File: src/rtl/hex_display_driver.sv
// rtl/hex_display_driver.sv - four-digit multiplexed hex display driver with frame-synchronous value update
module hex_display_driver #(
  parameter int REFRESH_DIV = 50000,
  parameter bit LZ_BLANK    = 1'b1
) (
  input  logic        Clock,
  input  logic        Reset,
  input  logic [15:0] Value,
  input  logic        Load,
  input  logic        Blank,
  output logic [6:0]  Segments,
  output logic [3:0]  Anodes,
  output logic        FrameDone
);

  localparam int PW = (REFRESH_DIV > 2) ? $clog2(REFRESH_DIV) : 1;
  localparam logic [PW-1:0] PRE_MAX = PW'(REFRESH_DIV - 1);

  logic [PW-1:0] prescaler;
  logic [1:0]    digitIdx;
  logic [15:0]   shown;
  logic [15:0]   pending;
  logic          pendingValid;

  logic          tick;
  logic          frameBoundary;
  logic [3:0]    nibble;
  logic [6:0]    segCode;
  logic          leadingZero;
  logic          digitDark;

  assign tick          = (prescaler == PRE_MAX);
  assign frameBoundary = tick && (digitIdx == 2'd3);

  // Prescaler and digit scan; each digit stays lit for REFRESH_DIV cycles
  always_ff @(posedge Clock or negedge Reset) begin
    if (!Reset) begin
      prescaler <= '0;
      digitIdx  <= 2'd0;
    end else begin
      if (tick) begin
        prescaler <= '0;
        digitIdx  <= digitIdx + 2'd1;
      end else begin
        prescaler <= prescaler + PW'(1);
      end
    end
  end

  // Double-buffered value: Load fills pending, the frame boundary commits it so a frame never tears
  always_ff @(posedge Clock or negedge Reset) begin
    if (!Reset) begin
      shown        <= '0;
      pending      <= '0;
      pendingValid <= 1'b0;
    end else begin
      if (frameBoundary) begin
        // A Load on the boundary itself is newer than anything pending, so it wins outright
        if (Load) begin
          shown        <= Value;
          pendingValid <= 1'b0;
        end else if (pendingValid) begin
          shown        <= pending;
          pendingValid <= 1'b0;
        end
      end else if (Load) begin
        pending      <= Value;
        pendingValid <= 1'b1;
      end
    end
  end

  // Nibble select for the digit currently being scanned
  always_comb begin
    nibble = 4'h0;
    case (digitIdx)
      2'd0: nibble = shown[3:0];
      2'd1: nibble = shown[7:4];
      2'd2: nibble = shown[11:8];
      2'd3: nibble = shown[15:12];
      default: nibble = 4'h0;
    endcase
  end

  // Active-low hex glyphs, bit order {g,f,e,d,c,b,a}
  always_comb begin
    segCode = 7'b1111111;
    case (nibble)
      4'h0: segCode = 7'b1000000;
      4'h1: segCode = 7'b1111001;
      4'h2: segCode = 7'b0100100;
      4'h3: segCode = 7'b0110000;
      4'h4: segCode = 7'b0011001;
      4'h5: segCode = 7'b0010010;
      4'h6: segCode = 7'b0000010;
      4'h7: segCode = 7'b1111000;
      4'h8: segCode = 7'b0000000;
      4'h9: segCode = 7'b0010000;
      4'hA: segCode = 7'b0001000;
      4'hB: segCode = 7'b0000011;
      4'hC: segCode = 7'b1000110;
      4'hD: segCode = 7'b0100001;
      4'hE: segCode = 7'b0000110;
      4'hF: segCode = 7'b0001110;
      default: segCode = 7'b1111111;
    endcase
  end

  // Leading-zero detect: a digit is dark when it and every more-significant nibble are zero; digit 0 always shows
  always_comb begin
    leadingZero = 1'b0;
    case (digitIdx)
      2'd0: leadingZero = 1'b0;
      2'd1: leadingZero = (shown[15:4] == 12'h000);
      2'd2: leadingZero = (shown[15:8] == 8'h00);
      2'd3: leadingZero = (shown[15:12] == 4'h0);
      default: leadingZero = 1'b0;
    endcase
    digitDark = Blank || (LZ_BLANK && leadingZero);
  end

  // Registered display outputs and frame pulse
  always_ff @(posedge Clock or negedge Reset) begin
    if (!Reset) begin
      Segments  <= 7'b1111111;
      Anodes    <= 4'b1111;
      FrameDone <= 1'b0;
    end else begin
      FrameDone <= frameBoundary;
      if (digitDark) begin
        Segments <= 7'b1111111;
        Anodes   <= 4'b1111;
      end else begin
        Segments <= segCode;
        Anodes   <= ~(4'b0001 << digitIdx);
      end
    end
  end

endmodule

File: config.mk
export PLATFORM = sky130hd
export DESIGN_NAME = hex_display_driver
export DESIGN_NICKNAME = d
export VERILOG_FILES = /design/src/rtl/hex_display_driver.sv
export SDC_FILE = /design/constraint.sdc
export NUM_CORES = 1
export LEC_CHECK = 0
export CAP_MARGIN = 20
export CORE_UTILIZATION = 45
export CTS_BUF_LIST = sky130_fd_sc_hd__clkbuf_4 sky130_fd_sc_hd__clkbuf_8
export DETAILED_ROUTE_END_ITERATION = 6
export PLACE_DENSITY = 0.66
export SLEW_MARGIN = 0
export SYNTH_ARGS = -nofsm -noshare
export SYNTH_HDL_FRONTEND = slang
export SYNTH_SLANG_ARGS = --single-unit
File: constraint.sdc
create_clock -name Clock -period 2.8 [get_ports Clock]
set_input_delay 0.28 -clock Clock [delete_from_list [all_inputs] [get_ports Clock]]
set_output_delay 0.28 -clock Clock [all_outputs]
set_load 0.01 [all_outputs]
==> results of run 1 <==
==> timing repair <==
| action | in CTS | in global routing |
|---|---|---|
| endpoints found under the setup margin | 0 | 1 |
| hold buffers | 0 | 1 |
| endpoints found under the hold margin | 0 | 12 |
| gates resized for setup | 0 | 1 |
==> registers in the layout (all words and copies together), names as in the netlist <==
register and flops:
digitIdx 2, pendingValid 1, prescaler 16, shown 16, Segments 7, pending 16
Anodes 4, FrameDone 1
==> metal layers <==
layer  GRT usage, %  vias to the layer above
met3           6.06                        9
met4           6.06                        0
met1           22.3                     1023
met5              0                        -
li1               -                      990
met2           29.5                       58
==> power groups by stage <==
stage,logic [uW],clock network [uW],registers [uW]
CTS,127,724,948
floorplan,62.3,0,963
global placement,124,0,964
detailed placement,127,0,965
global route,142,763,952
finish,128,697,949
==> cells by family (layout without fill, tap and decap cells) <==
logic type                 after synthesis  after routing  synth area share, %
xor gates and xnor gates                12             12                 3.34
muxes                                   53             53                 19.8
AOI/OAI and AO/OA                       34             34                 8.07
DFF                                     63             63                 50.5
adders and majority gates               12             12                 4.77
and+or+nand+nor                         57             57                 10.7
buffers and inverters                   18             63                 2.82
==> layout by cell type (no fill, tap or decap), drive strengths merged, types with 4 or more instances in the layout <==
cell type,instances
dfrtp,52
a211oi,4
nor2b,4
clkbuf,14
mux2,47
clkdlybuf4s50,30
nor2,14
xnor2,5
inv,10
o21ai,4
a21oi,6
buf,7
nor4,6
ha,12
xor2,7
nand2,10
dfstp,11
mux2i,6
nand3,10
==> through the flow <==
stage	std cells	power [uW]	util, %	cell area, um^2	setup WS, ns
2_1_floorplan	249	1030	-	3150	0.667
3_3_place_gp	373	1090	52.4	3560	0.268
3_5_place_dp	373	1090	52.4	3560	0.286
4_1_cts	388	1800	54.9	3730	0.275
5_1_grt	390	1860	55.4	3770	0.191
6_report	390	1770	55.4	3770	0.445
==> worst min-delay path by stage <==
| stage | from | to | slack (ns) | depth (start not counted) |
|---|---|---|---|---|
| finish | Reset | prescaler[3]$_DFF_PN0_ | 0.39 | 2 |
| global route | Reset | prescaler[3]$_DFF_PN0_ | 0.40 | 2 |
| CTS | Reset | pending[10]$_DFFE_PN0P_ | 0.14 | 1 |
| detailed placement | prescaler[15]$_DFF_PN0_ | prescaler[15]$_DFF_PN0_ | 0.48 | 1 |
| global placement | prescaler[15]$_DFF_PN0_ | prescaler[15]$_DFF_PN0_ | 0.47 | 1 |
| floorplan | Reset | FrameDone$_DFF_PN0_ | -0.02 | 0 |
==> cell usage after synthesis, drive strengths merged (2+ instances only) <==
library cell	count
dfrtp	52
mux2	47
nor2	14
ha	12
dfstp	11
inv	10
nand2	10
nand3	10
xor2	7
a21oi	6
mux2i	6
nor4	6
buf	5
xnor2	5
a211oi	4
nor2b	4
o21ai	4
a211o	3
a222oi	3
clkbuf	3
o221ai	3
a21o	2
a22oi	2
o311ai	2
or3	2
or4bb	2
==> layout make-up <==
type	count	area, um^2
Multi-Input combinational cell	168	1470
Fill cell	594	3030
Inverter	10	37.5
Tap cell	96	120
Sequential cell	63	1590
Clock inverter	1	5.00
Timing Repair Buffer	38	373
Clock buffer	14	168
==> results_dict.tcl, run 1 <==
set metrics [dict create \
    cts.sinks 63 \
    track_usage_pct 18.0 \
    reg2reg_from "digitIdx[0]$_DFFE_PN0N_" \
    remaining_drc_errors 0 \
    synthArstFlopShare_pct 100 \
    ff2ff_path_depth 9 \
    finalNetCount 322 \
    timing.fmax_mhz 425 \
    min_period_over_period_pct 84.1 \
    whs_ns 0.386 \
    power_switching_uw 380 \
    postCtsSetupRepairBufs 0 \
    diodes 0 \
    grt_pass1_vias 2129 \
    combPwrFrac_pct 7.2 \
    report.final.setup_viol 0 \
    viasPerCell 5.33 \
    syn_area_um2 3150 \
    synth_seq_cells 63 \
    fin_worst_skew_ns 0.00562 \
    r2r_slack_ns 0.45 \
    status "finished clean" \
    cpMaxStageDelayCell "dfrtp_1" \
    clkPwrFrac_pct 39.3 \
    yosysTopAreaCell "dfrtp_1" \
    vias 2080 \
    cp-end-kind "register" \
    endpoint "Segments[3]$_DFF_PN1_" \
    reg2reg_to "Segments[3]$_DFF_PN1_" \
    synth_nets 281 \
    crit_start "digitIdx[0]$_DFFE_PN0N_" \
    drive_above_1_share_pct 29.6 \
    syn_to_final_growth_pct 19.6 \
    cts_made_buffers 9 \
    wirelength_um 5730 \
    highest_layer "met4" \
    cts-htree-levels 3 \
    p_leak_uw 0.00170 \
    die_y_um 85.6 \
    synth_ff_type "dfrtp_1" \
    initial_core_util_pct 46.3 \
    crit_path_cell_trace "inv_1 > ha_1 > a222oi_1 > a21oi_2 > inv_1 > ha_1 > a211oi_1 > a211oi_1 > o21ai_0" \
    max_stage_delay_ns 0.40 \
    wl_met2_um 2800 \
    ioPinCount 32 \
    arrival_ns 2.61 \
    clkLatencyLatePin_ns 0.34 \
    criticalPathCategory "reg -> reg" \
    overflow 0 \
    synthDistinctLibCells 45 \
    cp.depth 9 \
    avgRoutedWirePerCell_um 14.7 \
    grt_pass1_wl_um 10100 \
    p_seq_share_pct 53.5 \
    cts.path.max_buffers 2 \
    startpoint_type "register" \
    antenna_found_initial 0 \
    tightest_slew_ns 0.644 \
    hold_violations 0 \
    clock-root-buffer "clkbuf_8" \
    fin_crit_ns 2.35 \
    max-slew-margin-rel_pct 56.7 \
    synthTopCellsByArea "dfrtp_1 (41%), mux2_2 (14%), dfstp_2 (9.2%)" \
    min_path_type "in -> async" \
    design.die.area_um2 7330 \
    tns_ns 0 \
    p_per_area_nw_per_um2 471 \
    ys_seq_area_share_pct 50.5 \
    cp.required_ns 3.05 \
    dr_wl_met3_um 252 \
    p_int_uw 1390 \
    syn_inst 249 \
    swShare_pct 21.4 \
    rsz0062_at_grt "false" \
    clk_pin_slew_ns 0.06 \
    synth.avg_cell_area_um2 12.6 \
    drtAntennaViolNets 0 \
    grt_max_degree 46 \
    crit_buf_inv 2 \
    max-cap-violations 0 \
    critical_path.top_delay_family "compound AO/OA/AOI/OAI gates" \
    hpwl_um 4080 \
    routabilityCongestion 0.847 \
    drv_slew 0 \
    port_buffers 31 \
    synth_edf_count 0 \
    synth-warning-count 0 \
    drt_pass1_iterations 4 \
    path_max_fanout 6 \
    drtIter0Drc 115 \
    cts_tree "yes" \
    rows 30 \
    ir_drop_v 0.000430 \
    route.layer.met1.wl_um 2610 \
    synth_top_area_share_pct 41.3 \
    die_x_um 85.6 \
    core_area_um2 6790 \
]
Note: power is estimated with default switching activity, not from simulation.
==> run 2, diff against run 1 <==
==> constraint.sdc (replaced) <==
create_clock -name Clock -period 2.18 [get_ports Clock]
set_input_delay 0.218 -clock Clock [delete_from_list [all_inputs] [get_ports Clock]]
set_output_delay 0.218 -clock Clock [all_outputs]
set_load 0.01 [all_outputs]
==> run 2 against run 1 <==
Net effect:
- clock-buffer cell count decreased by 1
- via count increased by 3.2%
- hold slack worse by 0.0082 ns
- register-to-register slack lost 0.42 ns
- critical endpoint is now pending[0]$_DFFE_PN0P_
- sequential share of layout area down 3.4 points
- sequential power rose by 29%
- design area grew 9.0%
- combinational power rose by 55%
- critical path depth down 4
- clock power is 49% higher
- global-route usage is 0.36 points higher
==> results_dict.tcl, run 2 (same netlist as run 1, synthesis figures left out) <==
set metrics [dict create \
    nFillCells 555 \
    hold_violations 0 \
    use_met2_pct 28.3 \
    whs_ns 0.378 \
    tns_ns 0 \
    vias 2147 \
    cts-htree-levels 3 \
    tightest_slew_ns 0.621 \
    timing.fmax_mhz 464 \
    die_x_um 85.6 \
    ff_latch_area_um2 1590 \
    antenna_found_initial 0 \
    p_leak_uw 0.00191 \
    grt_pass1_vias 2098 \
    diodes 0 \
    clock-root-buffer "clkbuf_8" \
    clk_pin_slew_ns 0.08 \
    cts_tree "yes" \
    max-cap-violations 0 \
    multiInputGateArea_um2 1570 \
    startpoint_type "register" \
    wirelength_um 6310 \
    cp-end-kind "register" \
    power.total_uw 2460 \
    drtAntennaViolNets 0 \
    cts_made_buffers 9 \
    min_period_over_period_pct 98.8 \
    remaining_drc_errors 0 \
    fin_ws_ns 0.0256 \
    cts.sinks 63 \
    fin_worst_skew_ns 0.0127 \
    p_per_area_nw_per_um2 600 \
    path_max_fanout 8 \
    syn_to_final_growth_pct 30.4 \
    hpwl_um 4260 \
    drive_above_1_share_pct 37.8 \
    final_cell_mix "dfrtp_1 (51), clkdlybuf4s50_1 (30), mux2_4 (26)" \
    grt.busiest_layer "met2" \
    top_regs "pending x16, prescaler x16, shown x16" \
    ioPinCount 32 \
    fin_crit_ns 2.15 \
    crit_path_cell_trace "or4bb_4 > nor4_4 > a21bo_2 > clkbuf_16 > mux2_4" \
    drtIter0Drc 102 \
    cp.required_ns 2.40 \
    arrival_ns 2.38 \
    status "finished clean" \
    drv_slew 0 \
    report.final.setup_viol 0 \
    routabilityCongestion 0.846 \
    initial_core_util_pct 46.3 \
    max-slew-margin-rel_pct 58.2 \
    avgRoutedWirePerCell_um 15.4 \
    pre_cts_slack_ns -0.0743 \
    grt_pass1_wl_um 10300 \
    drt_pass1_iterations 4 \
    grt_max_degree 43 \
    viasPerCell 5.22 \
    met1_usage_pct 24.6 \
    track_usage_pct 18.3 \
    final_common_cell "dfrtp_1" \
    clkLatencyLatePin_ns 0.34 \
    die_y_um 85.6 \
    criticalPathCategory "reg -> reg" \
    core_area_um2 6790 \
    cpMaxStageDelayCell "or4bb_4" \
    overflow 0 \
    rsz0062_at_grt "true" \
    cts.path.max_buffers 2 \
    rows 30 \
    gr-usage-met3_pct 6.93 \
    port_buffers 31 \
    max_stage_delay_ns 0.58 \
    min_path_type "in -> async" \
    ir_drop_v 0.000559 \
    design.die.area_um2 7330 \
    finalNetCount 342 \
]
## run 2: layout make-up
type | instances | area share, %
timing repair buffer | 58 | 14.1
tap | 96 | 2.93
multi-input combinational | 168 | 38.4
clock buffer | 13 | 3.90
inverter | 10 | 0.915
clock inverter | 3 | 1.04
sequential | 63 | 38.8
## run 2: metal layers
layer	part of all wire, %	vias up
met5	0	-
met4	0.84	0
met3	3.8	5
met2	47	41
met1	49	1076
li1	-	1025
## run 2: repair_timing
action / in CTS / in global routing
buffers inserted: 0 / 6
gates resized for setup: 3 / 30
hold buffers: 1 / 0
pin swaps: 1 / 8
hold endpoints to repair: 10 / 0
endpoints found under the setup margin: 2 / 38
gates cloned: 0 / 1
## run 2: metrics by stage
stage          utilization [%]  cell area (um^2)  std cells
6_report                  60.4              4100        411
5_1_grt                   60.4              4100        411
4_1_cts                   57.8              3920        404
3_5_place_dp              54.5              3700        387
3_3_place_gp              54.5              3700        387
2_1_floorplan                -              3150        249
## run 2: where the power goes
part	internal (uW)	switching, uW	leakage (uW)
Clock	597	447	0.000104
Combinational	125	74.3	0.00103
Sequential	1200	16.9	0.000779
Total	1930	538	0.00191
## run 2: worst max-delay path, delay by kind of cell (launching register included)
family / cells / cell delay, ns
simple gates: 2 / 0.89
flops: 1 / 0.41
mux: 1 / 0.30
compound gates: 1 / 0.25
buf+inv: 1 / 0.19
## run 2: path summary, 6_finish.rpt
kind | start | endpoint | slack, ns | cells past startpoint
min in group Clock | prescaler[15]$_DFF_PN0_ | prescaler[15]$_DFF_PN0_ | 0.48 | 1
min | Reset | prescaler[15]$_DFF_PN0_ | 0.38 | 2
max in group asynchronous | Reset | shown[1]$_DFFE_PN0P_ | 1.20 | 3
min reg2reg | prescaler[15]$_DFF_PN0_ | prescaler[15]$_DFF_PN0_ | 0.48 | 1
max | prescaler[13]$_DFF_PN0_ | pending[0]$_DFFE_PN0P_ | 0.03 | 5
max reg2reg | prescaler[13]$_DFF_PN0_ | pending[0]$_DFFE_PN0P_ | 0.03 | 5
==> run 3, diff against run 2 <==
--- a/config.mk
+++ b/config.mk
@@ -6,10 +6,13 @@
 export NUM_CORES = 1
 export LEC_CHECK = 0
 export CAP_MARGIN = 20
+export CORE_ASPECT_RATIO = 0.7
 export CORE_UTILIZATION = 45
 export CTS_BUF_LIST = sky130_fd_sc_hd__clkbuf_4 sky130_fd_sc_hd__clkbuf_8
 export DETAILED_ROUTE_END_ITERATION = 6
 export PLACE_DENSITY = 0.66
+export RECOVER_POWER = 25
+export SETUP_SLACK_MARGIN = 0.02
 export SLEW_MARGIN = 0
 export SYNTH_ARGS = -nofsm -noshare
 export SYNTH_HDL_FRONTEND = slang
==> run 3 against run 2 <==
Net effect:
- register-to-register slack gained 0.05 ns
- first-iteration DRC count decreased by 25%
- sequential cell count did not move
- combinational power decreased by 14%
==> results_dict.tcl, run 3 (same netlist as run 1, synthesis figures left out) <==
set metrics [dict create \
    final_cell_mix "dfrtp_1 (51), mux2_2 (37), clkdlybuf4s50_1 (30)" \
    status "finished clean" \
    grt_max_degree 26 \
    arrival_ns 2.36 \
    clock-root-buffer "clkbuf_8" \
    clk_pin_slew_ns 0.06 \
    max_stage_delay_ns 0.45 \
    avgRoutedWirePerCell_um 15.5 \
    diodes 0 \
    drv_slew 0 \
    vias 2149 \
    syn_to_final_growth_pct 28.9 \
    fin_worst_skew_ns 0.00689 \
    viasPerCell 5.17 \
    antenna_found_initial 0 \
    ioPinCount 32 \
    final_common_cell "dfrtp_1" \
    max-cap-violations 0 \
    min_path_type "reg -> reg" \
    cts_tree "yes" \
    drtAntennaViolNets 0 \
    ff2ff_path_depth 8 \
    p_per_area_nw_per_um2 571 \
    hold_violations 0 \
    crit_path_cell_trace "ha_4 > a222oi_1 > mux2_4 > inv_1 > ha_2 > a211o_1 > o22ai_1 > a32oi_1" \
    rows 25 \
    die_x_um 102 \
    timing.fmax_mhz 475 \
    hpwl_um 4440 \
    min_period_over_period_pct 96.5 \
    report.final.setup_viol 0 \
    nFillCells 559 \
    initial_core_util_pct 46.6 \
    ir_drop_v 0.000291 \
    remaining_drc_errors 0 \
    wirelength_um 6440 \
    rsz0062_at_grt "true" \
    port_buffers 31 \
    overflow 0 \
    die_y_um 72.0 \
    criticalPathCategory "reg -> reg" \
    core_area_um2 6760 \
    crit_start "digitIdx[1]$_DFFE_PN0N_" \
    r2r_slack_ns 0.08 \
    drtIter0Drc 76 \
    path_max_fanout 6 \
    routabilityCongestion 0.870 \
    grt_pass1_vias 2156 \
    finalNetCount 349 \
    cts_made_buffers 9 \
    design.die.area_um2 7340 \
    startpoint_type "register" \
    drt_pass1_iterations 4 \
    placedCellCount 387 \
    top_regs "pending x16, prescaler x16, shown x16" \
    cp.required_ns 2.44 \
    fin_crit_ns 2.10 \
    tightest_slew_ns 1.28 \
    fin_cells 416 \
    pre_cts_slack_ns -0.00948 \
    reg2reg_from "digitIdx[1]$_DFFE_PN0N_" \
    endpoint "Segments[0]$_DFF_PN1_" \
    cp-end-kind "register" \
    cts.sinks 63 \
    grt_pass1_wl_um 10500 \
    max-slew-margin-rel_pct 14.7 \
    cts.path.max_buffers 2 \
    p_leak_uw 0.00185 \
    track_usage_pct 19.4 \
    fin_ws_ns 0.0769 \
    cpMaxStageDelayCell "dfrtp_2" \
    clkLatencyLatePin_ns 0.35 \
    cts-htree-levels 3 \
    reg2reg_to "Segments[0]$_DFF_PN1_" \
    drive_above_1_share_pct 39.8 \
]
run 3: changes by cell type in the layout (fill, tap and decap cells not counted), sizes merged:
cell    delta
buf        +6
bufinv     -1
clkbuf     +1
clkinv     +1
run 3: worst max-delay path: cells and delay by family, from the launching register on:
kind	cells	cell delay (ns)
AOI/OAI and AO/OA	4	0.85
DFF	1	0.45
adders and majority gates	2	0.39
muxes	1	0.24
buffers and inverters	1	0.08
run 3: layout make-up:
type,instances,area [um^2],area share [%]
clock buffers,13,166,4.10
flip-flops and latches,63,1590,39.2
inverters,10,37.5,0.925
repair buffers,65,591,14.6
multi-input cells,168,1540,37.8
well taps,94,118,2.90
clock inverters,3,17.5,0.432
run 3: where the power goes:
part	internal (uW)	switching (uW)	leakage, uW
registers	1200	13.5	0.000779
clock network	496	431	0.0000963
logic	101	70.1	0.000973
run 3: routing by layer:
metal  wire length, um  part of all wire (%)  vias to the layer above  GRT usage [%]
met3               320                   5.0                        9           7.03
met5                 0                     0                        -              0
met4                72                   1.1                        0           6.35
li1                  -                     -                     1041              -
met2              2970                    46                       44           27.4
met1              3080                    48                     1055           27.5
run 3: timing repair:
item                                    in CTS  in global routing
endpoints found under the setup margin       2                 29
setup buffers                                0                 12
hold endpoints to repair                    14                  0
pin swaps                                    1                  8
resized for setup                            3                 18
hold buffers                                 1                  0
run 3: per-stage QoR:
stage | cell area (um^2) | utilization, % | TNS (ns) | hold WS [ns] | total power, uW
2_1_floorplan | 3150 | - | 0 | -0.0776 | 1320
3_3_place_gp | 3700 | 54.8 | 0 | 0.247 | 1410
3_5_place_dp | 3700 | 54.8 | -0.00948 | 0.239 | 1410
4_1_cts | 3910 | 57.8 | 0 | 0.396 | 2350
5_1_grt | 4060 | 60.0 | -0.00133 | 0.505 | 2430
6_report | 4060 | 60.0 | 0 | 0.498 | 2320
run 3: worst min-delay path by stage:
stage,endpoint,startpoint,cells after the start
finish,pendingValid$_DFFE_PN0P_,pendingValid$_DFFE_PN0P_,2
global route,pending[12]$_DFFE_PN0P_,Value[12],2
CTS,pending[10]$_DFFE_PN0P_,Reset,2
global placement,pending[12]$_DFFE_PN0P_,Reset,1
floorplan,FrameDone$_DFF_PN0_,Reset,0
detailed placement,pending[12]$_DFFE_PN0P_,Reset,1
